--- src/rtl/ps2_rx_mem_if.sv ---
// ps2_rx_mem_if: byte register bus between the CPU-side decoder and ps2_rx_mem.
//   i_data     [7:0]  write data            (master -> slave)
//   i_address  [23:0] byte address          (master -> slave)
//   i_write           1 = write, 0 = read   (master -> slave)
//   i_request         one-cycle strobe      (master -> slave)
//   o_data     [7:0]  registered read data  (slave -> master)
//   o_data_DV         completion strobe     (slave -> master)
interface ps2_rx_mem_if;
  logic [7:0]  i_data;
  logic [23:0] i_address;
  logic        i_write;
  logic        i_request;
  logic [7:0]  o_data;
  logic        o_data_DV;

  modport master (output i_data, i_address, i_write, i_request,
                  input  o_data, o_data_DV);
  modport slave  (input  i_data, i_address, i_write, i_request,
                  output o_data, o_data_DV);
endinterface

--- src/rtl/ps2_rx_mem.sv ---
// ps2_rx_mem: PS/2 device-to-host receiver with a scancode FIFO behind a
// byte register bus. Frames are start/8 data LSB-first/odd parity/stop.
// Ports:
//   i_clk, i_rst        system clock, synchronous active-high reset
//   i_ps2_clk/data      raw asynchronous PS/2 lines
//   o_ps2_interrupt     one-cycle pulse per scancode pushed into the FIFO
//   bus                 register bus (DATA/STATUS/CONTROL/COUNT at 0x202000..3)
module ps2_rx_mem #(
  parameter int FIFO_DEPTH     = 8,
  parameter int TIMEOUT_CYCLES = 50000
) (
  input  logic            i_clk,
  input  logic            i_rst,
  input  logic            i_ps2_clk,
  input  logic            i_ps2_data,
  output logic            o_ps2_interrupt,
  ps2_rx_mem_if.slave     bus
);
  localparam int PW = $clog2(FIFO_DEPTH);
  localparam int CW = PW + 1;
  localparam int TW = $clog2(TIMEOUT_CYCLES + 1);

  localparam logic [23:0] A_DATA   = 24'h202000;
  localparam logic [23:0] A_STATUS = 24'h202001;
  localparam logic [23:0] A_CTRL   = 24'h202002;
  localparam logic [23:0] A_COUNT  = 24'h202003;

  // ---------------- input conditioning ----------------
  logic [1:0] clk_sync, data_sync;
  logic       clk_hist;
  logic       fall, din;

  always_ff @(posedge i_clk) begin
    if (i_rst) begin
      clk_sync  <= 2'b11;
      data_sync <= 2'b11;
      clk_hist  <= 1'b1;
    end else begin
      clk_sync  <= {clk_sync[0], i_ps2_clk};
      data_sync <= {data_sync[0], i_ps2_data};
      clk_hist  <= clk_sync[1];
    end
  end

  assign fall = clk_hist & ~clk_sync[1];
  assign din  = data_sync[1];

  // ---------------- receive FSM ----------------
  typedef enum logic [1:0] {S_IDLE, S_RECV, S_CHECK} state_t;
  state_t state, state_nxt;

  logic [3:0]    bitcnt;
  logic [7:0]    shreg;
  logic          par_bit, stop_bit;
  logic [TW-1:0] tcnt;
  logic          timeout;

  always_ff @(posedge i_clk) begin
    if (i_rst) state <= S_IDLE;
    else       state <= state_nxt;
  end

  always_comb begin
    state_nxt = state;
    timeout   = 1'b0;
    case (state)
      S_IDLE:  if (fall && !din) state_nxt = S_RECV;
      S_RECV: begin
        if (fall) begin
          if (bitcnt == 4'd9) state_nxt = S_CHECK;
        end else if (tcnt == TW'(TIMEOUT_CYCLES - 1)) begin
          timeout   = 1'b1;
          state_nxt = S_IDLE;
        end
      end
      S_CHECK: state_nxt = S_IDLE;
      default: state_nxt = S_IDLE;
    endcase
  end

  // bitcnt counts edges after the start bit: 0..7 data, 8 parity, 9 stop
  always_ff @(posedge i_clk) begin
    if (i_rst) begin
      bitcnt   <= '0;
      shreg    <= '0;
      par_bit  <= 1'b0;
      stop_bit <= 1'b0;
      tcnt     <= '0;
    end else if (state == S_RECV) begin
      if (fall) begin
        tcnt   <= '0;
        bitcnt <= bitcnt + 4'd1;
        if (bitcnt < 4'd8)       shreg    <= {din, shreg[7:1]};
        else if (bitcnt == 4'd8) par_bit  <= din;
        else                     stop_bit <= din;
      end else begin
        tcnt <= tcnt + TW'(1);
      end
    end else begin
      bitcnt <= '0;
      tcnt   <= '0;
    end
  end

  // ---------------- bus decode ----------------
  logic [CW-1:0] count;
  logic          full, empty;
  logic          rd, wr, pop, clr, flush;
  logic          unused_ctrl_bits;

  assign full  = (count == CW'(FIFO_DEPTH));
  assign empty = (count == '0);
  assign rd    = bus.i_request & ~bus.i_write;
  assign wr    = bus.i_request &  bus.i_write;
  assign pop   = rd & (bus.i_address == A_DATA) & ~empty;
  assign clr   = wr & (bus.i_address == A_CTRL) & bus.i_data[0];
  assign flush = wr & (bus.i_address == A_CTRL) & bus.i_data[1];
  assign unused_ctrl_bits = ^bus.i_data[7:2];

  // ---------------- frame check ----------------
  logic in_check, frame_bad, par_bad, ovf_ev, push;
  assign in_check  = (state == S_CHECK);
  assign frame_bad = in_check & ~stop_bit;
  assign par_bad   = in_check & stop_bit & ~(^{shreg, par_bit});
  // fullness is judged before any same-cycle pop, so a full FIFO drops the byte
  assign ovf_ev    = in_check & stop_bit & (^{shreg, par_bit}) & full;
  assign push      = in_check & stop_bit & (^{shreg, par_bit}) & ~full;

  // ---------------- FIFO ----------------
  logic [7:0]    mem [FIFO_DEPTH];
  logic [PW-1:0] wp, rp;

  always_ff @(posedge i_clk) begin
    if (!i_rst && push && !flush) mem[wp] <= shreg;
  end

  always_ff @(posedge i_clk) begin
    if (i_rst || flush) begin
      wp    <= '0;
      rp    <= '0;
      count <= '0;
    end else begin
      if (push) wp <= wp + PW'(1);
      if (pop)  rp <= rp + PW'(1);
      case ({push, pop})
        2'b10:   count <= count + CW'(1);
        2'b01:   count <= count - CW'(1);
        default: ;
      endcase
    end
  end

  // ---------------- sticky flags ----------------
  logic ovf_flag, par_flag, frm_flag;

  always_ff @(posedge i_clk) begin
    if (i_rst) begin
      ovf_flag <= 1'b0;
      par_flag <= 1'b0;
      frm_flag <= 1'b0;
    end else begin
      ovf_flag <= ovf_ev               | (ovf_flag & ~clr);
      par_flag <= par_bad              | (par_flag & ~clr);
      frm_flag <= frame_bad | timeout  | (frm_flag & ~clr);
    end
  end

  // ---------------- read data / outputs ----------------
  logic [7:0] rdata;

  always_comb begin
    rdata = 8'h00;
    case (bus.i_address)
      A_DATA:   rdata = empty ? 8'h00 : mem[rp];
      A_STATUS: rdata = {3'b000, frm_flag, par_flag, ovf_flag, full, ~empty};
      A_COUNT:  rdata = 8'(count);
      default:  rdata = 8'h00;
    endcase
  end

  always_ff @(posedge i_clk) begin
    if (i_rst) begin
      bus.o_data      <= 8'h00;
      bus.o_data_DV   <= 1'b0;
      o_ps2_interrupt <= 1'b0;
    end else begin
      if (rd) bus.o_data <= rdata;
      bus.o_data_DV   <= bus.i_request;
      o_ps2_interrupt <= push & ~flush;
    end
  end
endmodule

--- src/flat_wrapper.sv ---
// flat-port wrapper written by rule: the top's interface ports become plain ports
module ps2_rx_mem_flat 
#(
  parameter int FIFO_DEPTH     = 8,
  parameter int TIMEOUT_CYCLES = 50000
)
  (i_clk, i_rst, i_ps2_clk, i_ps2_data, o_ps2_interrupt, bus_i_data, bus_i_address, bus_i_write, bus_i_request, bus_o_data, bus_o_data_DV);
  ps2_rx_mem_if bus_i ();
  input  logic i_clk;
  input  logic i_rst;
  input  logic i_ps2_clk;
  input  logic i_ps2_data;
  output logic o_ps2_interrupt;
  input wire logic [$bits(bus_i.i_data)-1:0] bus_i_data;
  input wire logic [$bits(bus_i.i_address)-1:0] bus_i_address;
  input wire logic [$bits(bus_i.i_write)-1:0] bus_i_write;
  input wire logic [$bits(bus_i.i_request)-1:0] bus_i_request;
  output wire logic [$bits(bus_i.o_data)-1:0] bus_o_data;
  output wire logic [$bits(bus_i.o_data_DV)-1:0] bus_o_data_DV;
  assign bus_i.i_data = bus_i_data;
  assign bus_i.i_address = bus_i_address;
  assign bus_i.i_write = bus_i_write;
  assign bus_i.i_request = bus_i_request;
  assign bus_o_data = bus_i.o_data;
  assign bus_o_data_DV = bus_i.o_data_DV;
  ps2_rx_mem #(.FIFO_DEPTH(FIFO_DEPTH), .TIMEOUT_CYCLES(TIMEOUT_CYCLES)) u_core (.i_clk(i_clk), .i_rst(i_rst), .i_ps2_clk(i_ps2_clk), .i_ps2_data(i_ps2_data), .o_ps2_interrupt(o_ps2_interrupt), .bus(bus_i));
endmodule
--- config.mk ---
export PLATFORM = sky130hd
export DESIGN_NAME = ps2_rx_mem_flat
export DESIGN_NICKNAME = d
export VERILOG_FILES = /design/src/rtl/ps2_rx_mem_if.sv /design/src/rtl/ps2_rx_mem.sv /design/src/flat_wrapper.sv
export SDC_FILE = /design/constraint.sdc
export NUM_CORES = 1
export LEC_CHECK = 0
export CAP_MARGIN = 0
export CORE_MARGIN = 4
export CORE_UTILIZATION = 30
export CTS_BUF_LIST = sky130_fd_sc_hd__clkbuf_16
export CTS_CLUSTER_DIAMETER = 30
export DETAILED_ROUTE_END_ITERATION = 7
export RECOVER_POWER = 25
export SETUP_SLACK_MARGIN = 0.2
export SLEW_MARGIN = 15
export SYNTH_ARGS = -nofsm -noshare
export SYNTH_HDL_FRONTEND = slang
export SYNTH_SLANG_ARGS = --single-unit
--- constraint.sdc ---
create_clock -name i_clk -period 2.8 [get_ports i_clk]
set_input_delay 0.56 -clock i_clk [delete_from_list [all_inputs] [get_ports i_clk]]
set_output_delay 0.56 -clock i_clk [all_outputs]
set_load 0.02 [all_outputs]
======== After elaboration in Yosys (flattened, before gate mapping) ========
Memory sizes are Yosys's and may differ from the RTL's. A register that Yosys moved wholly into a read port is not among the register bits.
Cells that the tools add are included.
operators by class
  add/sub/neg operators ................... 6
  $lt $le $gt $ge ......................... 1
  eq/ne operators ......................... 15
  multiplexer cells ....................... 15
  bitwise operators ....................... 33
  reductions and logical operators ........ 17
operator list
  operator                 count
  $eq A24 B22 Y1 const B   4
  $pmux W8 S3              1
  $and A1 B1 Y1            18
  $add A16 B1 Y16 const B  1
  $eq A16 B16 Y1 const B   1
  $eq A4 B4 Y1 const B     3
  $not A1 Y1               11
  $reduce_xor A9 Y1        1
  $add A4 B1 Y4 const B    2
  $mux W2                  4
  $mux W8                  1
  $pmux W4 S2              1
  $reduce_and A4 Y1        2
  $add A3 B1 Y3 const B    2
  $mux W3                  2
  $reduce_and A3 Y1        2
  $mux W1                  5
  $eq A2 B1 Y1 const B     2
  $eq A2 B2 Y1 const B     2
  $logic_not A4 Y1         1
  $lt A4 B4 Y1 const B     1
  $or A1 B1 Y1             4
  $pmux W2 S2              1
  $sub A4 B1 Y4 const B    1
  other kinds (10)         14
word-level totals
  register bits after elaboration ......... 60
  RAM bits ................................ 64
  input port bits ......................... 38
  output and inout port bits .............. 10
  memories ................................ 1
memory list
  memory      depth  width  read ports  clocked after Yosys merged registers in  wr ports  RTL line           source
  u_core.mem  8      8      1           1                                        1         ps2_rx_mem.sv:130  logic [7:0] mem [FIFO_DEPTH];

======== Depth between registers and ports, before layout ========
  depth after elaboration ................. 8
  depth in mapped cells ................... 11
  gate-level depth less buffers ........... 10

======== Worst setup path after synthesis ========
Ideal clock, no wire load.
  kind .................................... register -> register
  start ................................... reg u_core.shreg[4]
  end ..................................... mem u_core.mem[6][0] (enable)
  arrival time ............................ 2.330 ns
  required time ........................... 2.417 ns
  slack ................................... 0.086 ns
  stages on the path, launching flop included .. 7
  buffers on the path ..................... 1
  period minus slack after synthesis ...... 2.714 ns
  cells stage by stage .................... dfxtp_1 -> xor2_1 -> xnor3_2 -> mux2i_4 -> or2_1 -> buf_6 -> nor3_1
between the ends
  longest elaborated chain between the ends .. 7
ends and longest elaborated chain
  what                              RTL line           source
  from (decl)                       ps2_rx_mem.sv:53   logic [7:0] shreg;
  from (signal assigned)            ps2_rx_mem.sv:93   if (bitcnt < 4'd8) shreg <= {din, shreg[7:1]};
  $reduce_xor A9 Y1                 ps2_rx_mem.sv:127  assign push = in_check & stop_bit & (^{shreg, par_bit}) & ~full;
  $and A1 B1 Y1 (2 in a row)        ps2_rx_mem.sv:127
  $logic_and A1 B1 Y1 (2 in a row)  ps2_rx_mem.sv:134  if (!i_rst && push && !flush) mem[wp] <= shreg;
  $mux W1                           ps2_rx_mem.sv:134
  $mux W1 (not written as such)     ps2_rx_mem.sv:134
  to (decl)                         ps2_rx_mem.sv:130
Every way passes these cells.

======== Worst setup path after layout ========
  start ................................... in bus_i_address[14]
  end ..................................... reg u_core.count[2]
between the ends
  longest elaborated chain between the ends .. 5
  elaborated cells between the ends (all ways) .. 11
ends and longest elaborated chain
  what                                                      RTL line            source
  from (decl)                                               flat_wrapper.sv:15  input wire logic [$bits(bus_i.i_address)-1:0] bus_i_address;
  $eq A24 B22 Y1 (*)                                        ps2_rx_mem.sv:115   assign pop = rd & (bus.i_address == A_DATA) & ~empty;
  $and A1 B1 Y1 (*) (2 in a row)                            ps2_rx_mem.sv:115
  named net u_core.pop                                      ps2_rx_mem.sv:108   logic rd, wr, pop, clr, flush;
  $eq A2 B1 Y1 / $eq A2 B2 Y1 (equally long branches)       ps2_rx_mem.sv:145   case ({push, pop})
  $pmux W4 S2 / $reduce_bool A2 Y1 (equally long branches)  --
  to (signal assigned)                                      ps2_rx_mem.sv:146   2'b10: count <= count + CW'(1);
  to (signal assigned)                                      ps2_rx_mem.sv:147   2'b01: count <= count - CW'(1);
  to (decl)                                                 ps2_rx_mem.sv:106   logic [CW-1:0] count;
The timed path passes the listed nets; every way through them passes the cells marked *.
A chain may end at the register's enable or synchronous reset.

==> metrics list <==
- The flow ran to the end, and the final reports show no timing, DRC or antenna violations.
- STA puts the critical path data arrival time at 2.93 ns.
- The die covers 0.0203 mm2.
* Worst-Skew Late Latency: 0.41 ns
* CP required: 3.15 ns
- DRC Markers: 0
* Max-Cap Viols: 0
- HP Class: reg2reg
* Sequential cell area fraction in the yosys report: 0.585
* Ratio of final minimum period to clock period: 0.922
- Total detailed-routing wirelength: 12.2 mm
* Overflow left after global routing: 0
* Net switching fraction of the power: 0.200
- Number of sinks handled by clock tree synthesis: 127
- The number of antenna violations at the first check in global routing was 0.
- Slew Limit Headroom: 0.580
- During synthesis, Yosys emitted a total of 0 warnings.
- Number of buffers created by CTS: 17
* Ys async rst share: 0
- P_leak: 2.58 nW
- Root Buffer Master: sky130_fd_sc_hd__clkbuf_16
* First-pass DRT Iterations: 4
- Setup WS post-layout: 0.219 ns
- After clock tree synthesis, the clock-pin slew on the worst setup and hold paths is 0.06 ns.
- Total of buffers placed on input and output ports: 41
- Setup repair after global routing missed its margin: yes
* Total negative slack: 0 ns
- Leaving out filler cells and counting taps, the final layout contains 764.
- Average detailed-routed wire length per instance: 16.0 um
- In this run the horizontal extent of the chip is 143 um.
- Top achievable clock speed: 0.388 GHz
- Floorplan row count: 48
- STA classifies the critical path startpoint as a primary input.
* Most area-consuming cells after synthesis: sky130_fd_sc_hd__edfxtp_1, sky130_fd_sc_hd__dfxtp_1, sky130_fd_sc_hd__mux4_2
* Post-synthesis instance total: 434
- Final Total Pwr: 4.10 mW
- Unique masters post-synth: 59
- Of all cell types, the one taking the most synthesized area is sky130_fd_sc_hd__edfxtp_1.
- The share of synthesized area in the top cell type comes to 0.353.
* Via count of the first global-routing pass: 3890
- Routability cong.: 0.805
* Final min period: 2.58 ns
- Measured on the finished design, the core utilization comes to 0.412.
- After synthesis the netlist holds a flip-flop and latch count of 127.
- After routing the design area is 0.00722 mm2.
* Initial DRC count: 220
- Vias: 3722
- For this run, the leading register cell type out of synthesis is sky130_fd_sc_hd__edfxtp_1.
- Most common cell after layout, fill and taps aside: sky130_fd_sc_hd__edfxtp_1
- DP Worst Slack: -0.344 ns
- Maximum number of pins on one net before global-route repair: 27
* Sequential Power Share: 0.473
- The longest clock path from root to sink contains 2 buffers.
- The floorplan step set the die height to 143 um.
- The worst setup path is of the in2reg kind.
* Max H-tree Level: 4
* Share of layout cells above drive strength 1: 0.247
* Maximum fanout encountered on the critical timing path: 2
- Setup violations remaining at the end of the flow were counted as 0.
- Net Sw Power: 822 uW
- Floorplan core area: 0.0175 mm2
- Starting utilization of the core area: 0.310
- Commonest cells after routing, fill and taps aside: sky130_fd_sc_hd__edfxtp_1, sky130_fd_sc_hd__dfxtp_1, sky130_fd_sc_hd__nor2_1
* I/O pins: 48
* Mean cell area of the mapped netlist: 12.5 um2
- Dpl cells: 722
- The worst-case IR drop observed on VDD is 0.433 mV.
- The count of final hold-check violations came to 0.
* Overall track demand over capacity in global routing: 0.123
- Buffers inserted to repair hold after CTS numbered 0.
- Summing every instance area after synthesis gives 0.00544 mm2.
* First-pass GRT wire length: 19.4 mm
- In this run the cell area measured after placement is 0.00642 mm2.
- Diodes inserted: 0
- The share of total power dissipated in combinational logic is 0.026.
- Worst-case hold slack: 0.405 ns
- In this run the power density over the cells is 568 mW/mm2.
- The final count of pins violating max slew is 0.
- TritonCTS clock tree: built
- The filler cells instantiated in the layout total 1632.
- Fraction of power consumed by the clock network: 0.501
- When the netlist entered floorplanning its net count stood at 481.
- The HPWL after detailed placement is 8.43 mm.
* Pin slew with the least headroom to its limit: 0.629 ns
- The worst setup path is captured at a flip-flop.
* Final layout net count: 573
* Layout area overhead: 32.8%
- The count of nets left with antenna violations once routing finished came out at 0.
- Yosys mapped a number of flops with a built-in enable equal to 64.
- In the routed layout, each cell is associated on average with a via count of 4.87.
- Clock Skew: 0.00742 ns
- Cell internal power was estimated by the tool at 3.28 mW.
## power groups by stage
stage | Combinational, mW | Clock (mW) | Sequential (mW)
after floorplan | 0.0291 | 0 | 1.98
after global placement | 0.101 | 0 | 1.98
after detailed placement | 0.102 | 0 | 1.98
after CTS | 0.104 | 2.10 | 1.94
after global routing | 0.115 | 2.19 | 1.94
final | 0.107 | 2.06 | 1.94
## flip-flops by register name (all words and copies together), names as in the netlist, named ones only
signal                  flops
u_core.clk_hist             1
u_core.bus.o_data_DV        1
u_core.bus.o_data           8
u_core.par_flag             1
u_core.frm_flag             1
u_core.count                4
u_core.data_sync            2
u_core.wp                   3
u_core.rp                   3
u_core.stop_bit             1
u_core.shreg                8
u_core.bitcnt               4
u_core.mem                 64
u_core.ovf_flag             1
u_core.state                2
u_core.par_bit              1
u_core.clk_sync             2
u_core.o_ps2_interrupt      1
u_core.tcnt                16
## synthesized netlist by cell type (3+ instances only)
| library cell | instances |
|---|---|
| sky130_fd_sc_hd__a22oi_1 | 4 |
| sky130_fd_sc_hd__nor4b_1 | 3 |
| sky130_fd_sc_hd__ha_1 | 9 |
| sky130_fd_sc_hd__nand3_1 | 11 |
| sky130_fd_sc_hd__xnor2_1 | 7 |
| sky130_fd_sc_hd__or3_1 | 6 |
| sky130_fd_sc_hd__nand4_1 | 8 |
| sky130_fd_sc_hd__o21ai_0 | 11 |
| sky130_fd_sc_hd__clkbuf_1 | 12 |
| sky130_fd_sc_hd__a211oi_1 | 3 |
| sky130_fd_sc_hd__nor3_1 | 12 |
| sky130_fd_sc_hd__nor2_1 | 50 |
| sky130_fd_sc_hd__mux2i_1 | 17 |
| sky130_fd_sc_hd__nor4_1 | 10 |
| sky130_fd_sc_hd__a21oi_1 | 12 |
| sky130_fd_sc_hd__buf_2 | 5 |
| sky130_fd_sc_hd__mux2_2 | 5 |
| sky130_fd_sc_hd__or2_2 | 6 |
| sky130_fd_sc_hd__mux4_2 | 15 |
| sky130_fd_sc_hd__nand2_1 | 22 |
| sky130_fd_sc_hd__nor2b_1 | 3 |
| sky130_fd_sc_hd__edfxtp_1 | 64 |
| sky130_fd_sc_hd__nor4b_2 | 3 |
| sky130_fd_sc_hd__nand2b_1 | 7 |
| sky130_fd_sc_hd__dfxtp_1 | 63 |
| sky130_fd_sc_hd__xor2_1 | 17 |
| sky130_fd_sc_hd__inv_1 | 10 |
## repair_timing
action | 4_1_cts | 5_1_grt
endpoints found under the setup margin | 58 | 66
cloned | 0 | 0
gates resized for setup | 20 | 36
pin swaps | 9 | 18
setup buffers | 3 | 7
## worst max-delay path: stages
cell	delay, ns
sky130_fd_sc_hd__dlygate4sd2_1	0.27
sky130_fd_sc_hd__nor4_2	0.30
sky130_fd_sc_hd__nand3_1	0.18
sky130_fd_sc_hd__nor4_4	0.29
sky130_fd_sc_hd__buf_4	0.17
sky130_fd_sc_hd__ha_4	0.13
sky130_fd_sc_hd__xor2_1	0.16
sky130_fd_sc_hd__ha_2	0.19
sky130_fd_sc_hd__a21oi_1	0.06
sky130_fd_sc_hd__xor2_1	0.19
sky130_fd_sc_hd__or3_1	0.31
sky130_fd_sc_hd__a21oi_1	0.12
## final timing paths
| kind | from | end | slack, ns | cells past startpoint |
|---|---|---|---|---|
| worst min-delay path | u_core.data_sync[0]$_SDFF_PP1_ | u_core.data_sync[1]$_SDFF_PP1_ | 0.41 | 1 |
| worst max register to register | u_core.shreg[5]$_SDFFE_PP0P_ | u_core.count[3]$_SDFFE_PP0P_ | 0.22 | 10 |
| worst min register to register | u_core.data_sync[0]$_SDFF_PP1_ | u_core.data_sync[1]$_SDFF_PP1_ | 0.41 | 1 |
| worst max-delay path | bus_i_address[14] | u_core.count[2]$_SDFFE_PP0P_ | 0.22 | 12 |
## final cells by class
class | count | area (um2) | area share
inverter | 11 | 41.3 | 0.00572
sequential | 127 | 3190 | 0.442
timing repair buffer | 93 | 896 | 0.124
tap | 225 | 282 | 0.0390
clock inverter | 15 | 128 | 0.0177
clock buffer | 17 | 425 | 0.0589
multi-input combinational | 276 | 2260 | 0.313
## per-layer routing
| layer | routed length, um | track usage | part of all wire |
|---|---|---|---|
| met3 | 812 | 0.0409 | 0.067 |
| met2 | 5980 | 0.203 | 0.49 |
| met1 | 5160 | 0.148 | 0.42 |
| met4 | 245 | 0.0510 | 0.020 |
| met5 | 0 | 0 | 0 |
## kinds of logic after synthesis
| kind of cell | after synthesis | share of synthesized area |
|---|---|---|
| AOI/OAI and AO/OA | 45 | 0.0529 |
| xor gates and xnor gates | 26 | 0.0472 |
| adders and majority gates | 9 | 0.0207 |
| buffers and inverters | 31 | 0.0239 |
| DFF | 127 | 0.585 |
| muxes | 38 | 0.108 |
| and+or+nand+nor | 158 | 0.162 |
No activity file was read; power rests on OpenSTA's default activity.
